**src/rtl/mem_bus_arbiter.sv**
```systemverilog
// mem_bus_arbiter: shares one two-phase memory bus between the fetch port and the MEM-stage data port.
//   inst_req/inst_addr -> inst_done/inst_rdata    fetch port
//   data_req/data_wen/data_addr/data_wdata -> data_done/data_rdata    load/store port
//   stallreq_if/stallreq_mem    per-port stall while a request is outstanding
//   bus_req/bus_wr/bus_wstrb/bus_addr/bus_wdata, bus_addr_ok/bus_data_ok/bus_rdata    memory bus
module mem_bus_arbiter #(
  parameter bit DATA_PRIO = 1'b1
) (
  input  logic        clk,
  input  logic        rst,
  input  logic        inst_req,
  input  logic [31:0] inst_addr,
  output logic        inst_done,
  output logic [31:0] inst_rdata,
  input  logic        data_req,
  input  logic [3:0]  data_wen,
  input  logic [31:0] data_addr,
  input  logic [31:0] data_wdata,
  output logic        data_done,
  output logic [31:0] data_rdata,
  output logic        stallreq_if,
  output logic        stallreq_mem,
  output logic        bus_req,
  output logic        bus_wr,
  output logic [3:0]  bus_wstrb,
  output logic [31:0] bus_addr,
  output logic [31:0] bus_wdata,
  input  logic        bus_addr_ok,
  input  logic        bus_data_ok,
  input  logic [31:0] bus_rdata
);
  typedef enum logic [2:0] {IDLE, I_ADDR, I_WAIT, D_ADDR, D_WAIT} state_t;
  state_t state, state_n;
  logic grant_i, grant_d;
  // a completing port hands the bus straight to a waiting peer, never back to itself
  always_comb begin
    state_n = state;
    grant_i = 1'b0;
    grant_d = 1'b0;
    case (state)
      IDLE: begin
        grant_d = data_req & (DATA_PRIO | ~inst_req);
        grant_i = inst_req & ~grant_d;
      end
      I_ADDR: state_n = bus_addr_ok ? I_WAIT : I_ADDR;
      I_WAIT: begin
        grant_d = bus_data_ok & data_req;
        state_n = bus_data_ok ? IDLE : I_WAIT;
      end
      D_ADDR: state_n = bus_addr_ok ? D_WAIT : D_ADDR;
      D_WAIT: begin
        grant_i = bus_data_ok & inst_req;
        state_n = bus_data_ok ? IDLE : D_WAIT;
      end
      default: state_n = IDLE;
    endcase
    if (grant_d) state_n = D_ADDR;
    if (grant_i) state_n = I_ADDR;
  end
  always_ff @(posedge clk or posedge rst) begin
    if (rst) begin
      state     <= IDLE;
      bus_addr  <= 32'h0;
      bus_wdata <= 32'h0;
      bus_wstrb <= 4'h0;
    end else begin
      state <= state_n;
      if (grant_d) begin
        bus_addr  <= data_addr;
        bus_wdata <= data_wdata;
        bus_wstrb <= data_wen;
      end else if (grant_i) begin
        bus_addr  <= inst_addr;
        bus_wdata <= 32'h0;
        bus_wstrb <= 4'h0;
      end
    end
  end
  assign bus_wr       = |bus_wstrb;
  assign bus_req      = (state == I_ADDR) || (state == D_ADDR);
  assign inst_done    = (state == I_WAIT) && bus_data_ok;
  assign data_done    = (state == D_WAIT) && bus_data_ok;
  assign inst_rdata   = bus_rdata;
  assign data_rdata   = bus_rdata;
  assign stallreq_if  = inst_req & ~inst_done;
  assign stallreq_mem = data_req & ~data_done;
endmodule

```
**config.mk**
```make
export PLATFORM = sky130hd
export DESIGN_NAME = mem_bus_arbiter
export DESIGN_NICKNAME = d
export VERILOG_FILES = /design/src/rtl/mem_bus_arbiter.sv
export SDC_FILE = /design/constraint.sdc
export NUM_CORES = 1
export LEC_CHECK = 0
export ABC_CLOCK_PERIOD_IN_PS = 2200
export BUFFER_PORTS_ARGS = -buffer_cell sky130_fd_sc_hd__buf_2
export CAP_MARGIN = 20
export CELL_PAD_IN_SITES_DETAIL_PLACEMENT = 0
export CELL_PAD_IN_SITES_GLOBAL_PLACEMENT = 1
export CORE_ASPECT_RATIO = 1.75
export CORE_MARGIN = 4
export CORE_UTILIZATION = 26
export CTS_BUF_LIST = sky130_fd_sc_hd__clkbuf_8
export DETAILED_ROUTE_END_ITERATION = 12
export PLACE_DENSITY_LB_ADDON = 0.08
export RECOVER_POWER = 50
export SYNTH_ARGS = -nofsm -noshare
export SYNTH_HDL_FRONTEND = slang
export SYNTH_SLANG_ARGS = --single-unit
```
**constraint.sdc**
```tcl
create_clock -name clk -period 2.2 [get_ports clk]
set_input_delay 0.33 -clock clk [delete_from_list [all_inputs] [get_ports clk]]
set_output_delay 0.33 -clock clk [all_outputs]
set_load 0.02 [all_outputs]
```
Yosys cells after proc, flatten, opt, wreduce, memory -nomap -nowiden
Cells that the tools add are included.
{"block": "word_totals", "register_bits": 71, "input_bits": 138, "wordCells": 38}
{"block": "op_classes", "n_eq_ne": 5, "n_mux": 15, "n_bitwise": 8, "reduce_logical": 6}
{"operator": "two-way mux 32 bit", "n": 4}
{"operator": "one-hot mux 3 bit (5 select lines)", "n": 1}
{"operator": "two-way mux 3 bit", "n": 4}
{"operator": "two-way mux 4 bit", "n": 2}
{"operator": "== test 3 x 2 -> 1 bit (second input constant)", "n": 2}
{"operator": "bitwise AND 1 bit", "n": 5}
{"operator": "two-way mux 2 bit", "n": 2}
{"operator": "one-hot mux 1 bit (2 select lines)", "n": 2}
{"operator": "OR reduction 4 bit", "n": 1}
{"operator": "== test 3 x 1 -> 1 bit (second input constant)", "n": 1}
{"operator": "== test 3 bit (second input constant)", "n": 1}
{"operator": "logical NOT 3 bit", "n": 1}
{"operator": "!= test 3 bit (second input constant)", "n": 1}
{"operator": "NOT 1 bit", "n": 3}
{"operator": "logical AND 1 bit", "n": 2}
{"operator": "nonzero test 2 bit", "n": 1}
{"operator": "logical OR 1 bit", "n": 1}

Logic depth before layout (Yosys ltp)
{"block": "logic_depth", "ltp_word": 5, "mapped_depth": 6, "mapped_depth_nobuf": 4}

Least setup slack after synthesis
OpenSTA, ideal clock, no wires.
{"block": "synth_timing", "path_type": "register to register", "from": "reg state[2]", "to": "reg bus_wdata[10]", "setup_time_ns": 0.121, "arrival_time_ns": 1.497, "required_time_ns": 2.079, "slack_ns": 0.582, "path_stages_with_launch": 7, "synth_period_minus_slack_ns": 1.618, "path_cell_list": "dfrtp_1 > nand2b_1 > a21boi_1 > o32a_1 > buf_6 > buf_2 > a22o_1"}
{"block": "synth_via", "elab_chain_cells": 3, "elab_cells_between_ends": 7}
{"item": "start: declaration", "line": "33", "source": "state_t state, state_n;"}
{"item": "start signal: assignment", "line": "67", "source": "state <= state_n;"}
{"item": "== test 3 x 2 -> 1 bit, or another cell as far along", "line": "40", "source": "case (state)"}
{"item": "one-hot mux 1 bit (2 select lines)", "line": "40"}
{"item": "two-way mux 32 bit / nonzero test 2 bit (equally long branches)"}
{"item": "end signal: assignment", "line": "70", "source": "bus_wdata <= data_wdata;"}
{"item": "end: declaration", "line": "27", "source": "output logic [31:0] bus_wdata,"}
Several ways; a longest one is shown, not always the timed one.
A chain may end at the register's enable or synchronous reset.

Worst setup path after layout
{"block": "layout_timing", "from": "reg state[2]", "to": "reg bus_addr[30]"}
{"block": "layout_via", "elab_chain_cells": 3, "elab_cells_between_ends": 7}
{"item": "== test 3 x 2 -> 1 bit, or another cell as far along", "line": "40"}
{"item": "one-hot mux 1 bit (2 select lines)", "line": "40"}
{"item": "two-way mux 32 bit / nonzero test 2 bit (equally long branches)"}
{"item": "end signal: assignment", "line": "69", "source": "bus_addr <= data_addr;"}
{"item": "end signal: assignment", "line": "73", "source": "bus_addr <= inst_addr;"}
{"item": "end: declaration", "line": "26", "source": "output logic [31:0] bus_addr,"}
Several ways; a longest one is shown, not always the timed one.

==> reports/qor.csv <==
stage,metric,value,unit
status,status,finished clean,
yosys,Mapped Nets,413,
yosys,"Cell Area, Synth",3530,um2
sta,Max-slew headroom,0.247,
sta,Tightest Pin Transition,1130,ps
finish,layout cells sized above 1,0.649,
critical_path,Reg2Reg Launch Point,state[2],
sta,Fin Setup TNS,0,ps
yosys,Yosys top cell area share,0.503,
critical_path,Critical Path Sink Type,register,
critical_path,CP max FO,21,
die,# rows,56,
sta,final worst-path cycle share,0.824,
cts,Clock Tree Buf Depth,2,
grt,vias in the first global route,2664,
cts,clock root buffer,clkbuf_8,
drt,Initial DRC Count,63,
yosys,Post-synth EDFFs,0,
cts,TritonCTS Buffers,9,
drt,Post-route DRC,0,
yosys,Syn. warnings,0,
critical_path,CP Launch Type,register,
critical_path,crit path cell chain,"nand2b_1, a21boi_1, o32a_2, buf_4, mux2_1",
sta,final hold vios,0,
critical_path,worst endpoint required time,2420,ps
yosys,synth unique cells,25,
grt,total congestion overflow,0,
cts,hold buffers post-CTS,0,
grt,antenna violations before repair,2,
grt,GRT Util Overall,0.127,
die,core area,13400,um2
yosys,register area share after synthesis,0.503,
placement,post-detail-place hpwl,7400,um
yosys,most common cell in the synthesized netlist,dfrtp_1,
die,IO Count,276,
placement,Buffers on Ports,179,
drt,WL/cell,16.9,um
power,PD cells,1470,nW/um2
cts,postcts setup bufs,0,
yosys,synthesis-stage register bit count,71,
finish,diode count,0,
critical_path,CP peak stage delay,430,ps
yosys,Synth area leader,dfrtp_1,
cts,H-tree depth,3,
cts,clock-pin slew on the worst setup and hold paths,80,ps
placement,DP Worst Slack,388,ps
die,initial core utilization,0.264,
cts,CTS tree,done,
power,"IR drop worst, VDD",0.462,mV
critical_path,Arrival @ worst endpoint,2040,ps
drt,DR vias,2506,
yosys,ranking of synthesized cells by area,"dfrtp_1 (50%), mux2_2 (19%), buf_4 (15%)",
cts,post-CTS sizing,0,
yosys,Async SR Flop Fraction,1.00,
min_path,HP Class,in2reg,
sta,Worst Skew,11.7,ps
die,die height,162,um
die,DIE WIDTH,96.1,um
drt,Routed WL,9680,um
power,leakage,2.23,nW
job,max cap viols,0,
sta,max-slew violation count,0,
cts,Skew-Pair Late Insertion Delay,350,ps
die,area of the die,15600,um2
cts,clock sinks,71,
drt,via/cell ratio,4.37,
yosys,most frequent cells after synthesis,"dfrtp_1 (71), buf_4 (69), mux2_2 (59), a22o_1 (36), nand2b_1 (5)",
sta,min cycle time layout,1810,ps
grt,largest net degree at the start of global routing,48,
yosys,Post-Syn Area per Cell,12.8,um2
grt,global-route wire length before repair,14500,um
sta,Fmax,552,MHz
min_path,HP Start,data_wdata[17],
critical_path,Crit Path Class,reg2reg,
yosys,Post-Synthesis Cells,275,
critical_path,crit path from,state[2],
yosys,Most used DFF post-synth,dfrtp_1,
sta,final worst-path setup slack,387,ps
placement,Placer Congestion,0.688,
critical_path,crit path max-delay cell type,dfrtp_1,
finish,Area Overhead vs Synth,23.4,%
drt,First-pass DRT Iterations,4,
sta,Min Hold Slack,198,ps
sta,setup violators final,0,
drt,post-route ant nets,0,
finish,Final nets,532,
sta,unrepaired setup endpoints after global routing,no,
-- cell type report --
class,count,area (um2)
Clock inverter,6,67.6
Timing Repair Buffer,186,966
Multi-Input combinational cell,124,1180
Fill cell,1418,9030
Tap cell,174,218
Clock buffer,10,138
Sequential cell,71,1780
Inverter,2,7.51
-- path summary, 6_finish.rpt --
path | to | slack (ps) | cells after the start
worst min register to register | bus_addr[30] | 490 | 1
worst max register to register | bus_addr[30] | 390 | 5
max in group asynchronous | bus_wstrb[1] | 680 | 3
worst max-delay path | bus_addr[30] | 390 | 5
min in group asynchronous | bus_wdata[4] | 260 | 2
worst min-delay path | bus_wdata[17] | 200 | 2
-- cell families (layout without fill, tap and decap cells) --
kind of cell | Yosys count | count (layout) | share of synthesized area
and+or+nand+nor | 18 | 18 | 0.0298
xor gates and xnor gates | 1 | 1 | 0.00248
muxes | 63 | 63 | 0.201
buffers and inverters | 80 | 204 | 0.162
DFF | 71 | 71 | 0.503
AOI/OAI and AO/OA | 42 | 42 | 0.102
-- critical path: cells and delay by family, from the launching register on --
family / cells / cell delay, ps
AND/OR/NAND/NOR: 1 / 190
flip-flops: 1 / 430
buffers and inverters: 1 / 240
AO/OA/AOI/OAI: 2 / 500
multiplexers: 1 / 330
-- layer usage --
metal | vias to the layer above | routed length [um] | part of all wire | global-route usage
li1 | 1152 | - | - | -
met1 | 1210 | 3130 | 0.32 | 0.128
met2 | 102 | 5370 | 0.56 | 0.222
met5 | - | 22 | 0.0023 | 0
met4 | 4 | 293 | 0.030 | 0.0667
met3 | 38 | 859 | 0.089 | 0.0431
-- stage by stage --
stage	instance area (um2)	utilization	std cells	total power [mW]
CTS	4380	0.327	573	6.58
global route	4360	0.326	573	6.86
detailed placement	4170	0.312	557	5.46
floorplan	3530	-	275	4.51
finish	4360	0.326	573	6.40
global placement	4170	0.312	557	5.44
-- report_power, final --
part	internal, mW	switching, mW	total (mW)	leakage (nW)
Sequential	1.91	0.331	2.24	0.873
Combinational	1.35	1.73	3.08	1.26
Clock	0.558	0.524	1.08	0.0989
Total	3.82	2.58	6.40	2.23
-- cells in the final DEF (no fill, tap or decap), types with 2 or more instances in the layout --
cell type     n
buf_12        2
clkbuf_1      4
inv_1         2
nor2_1        4
mux2_1        3
nor2b_1       2
buf_2       176
mux2_2       59
and3_1        3
nand2b_1      5
clkinvlp_4    2
clkbuf_8     10
buf_4         3
dfrtp_1      71
a22o_1       36
-- flip-flops by register name (all words and copies together) (netlist names) --
signal / flops
bus_addr: 32
bus_wdata: 32
bus_wstrb: 4
state: 3
Note: power is estimated with default switching activity, not from simulation.
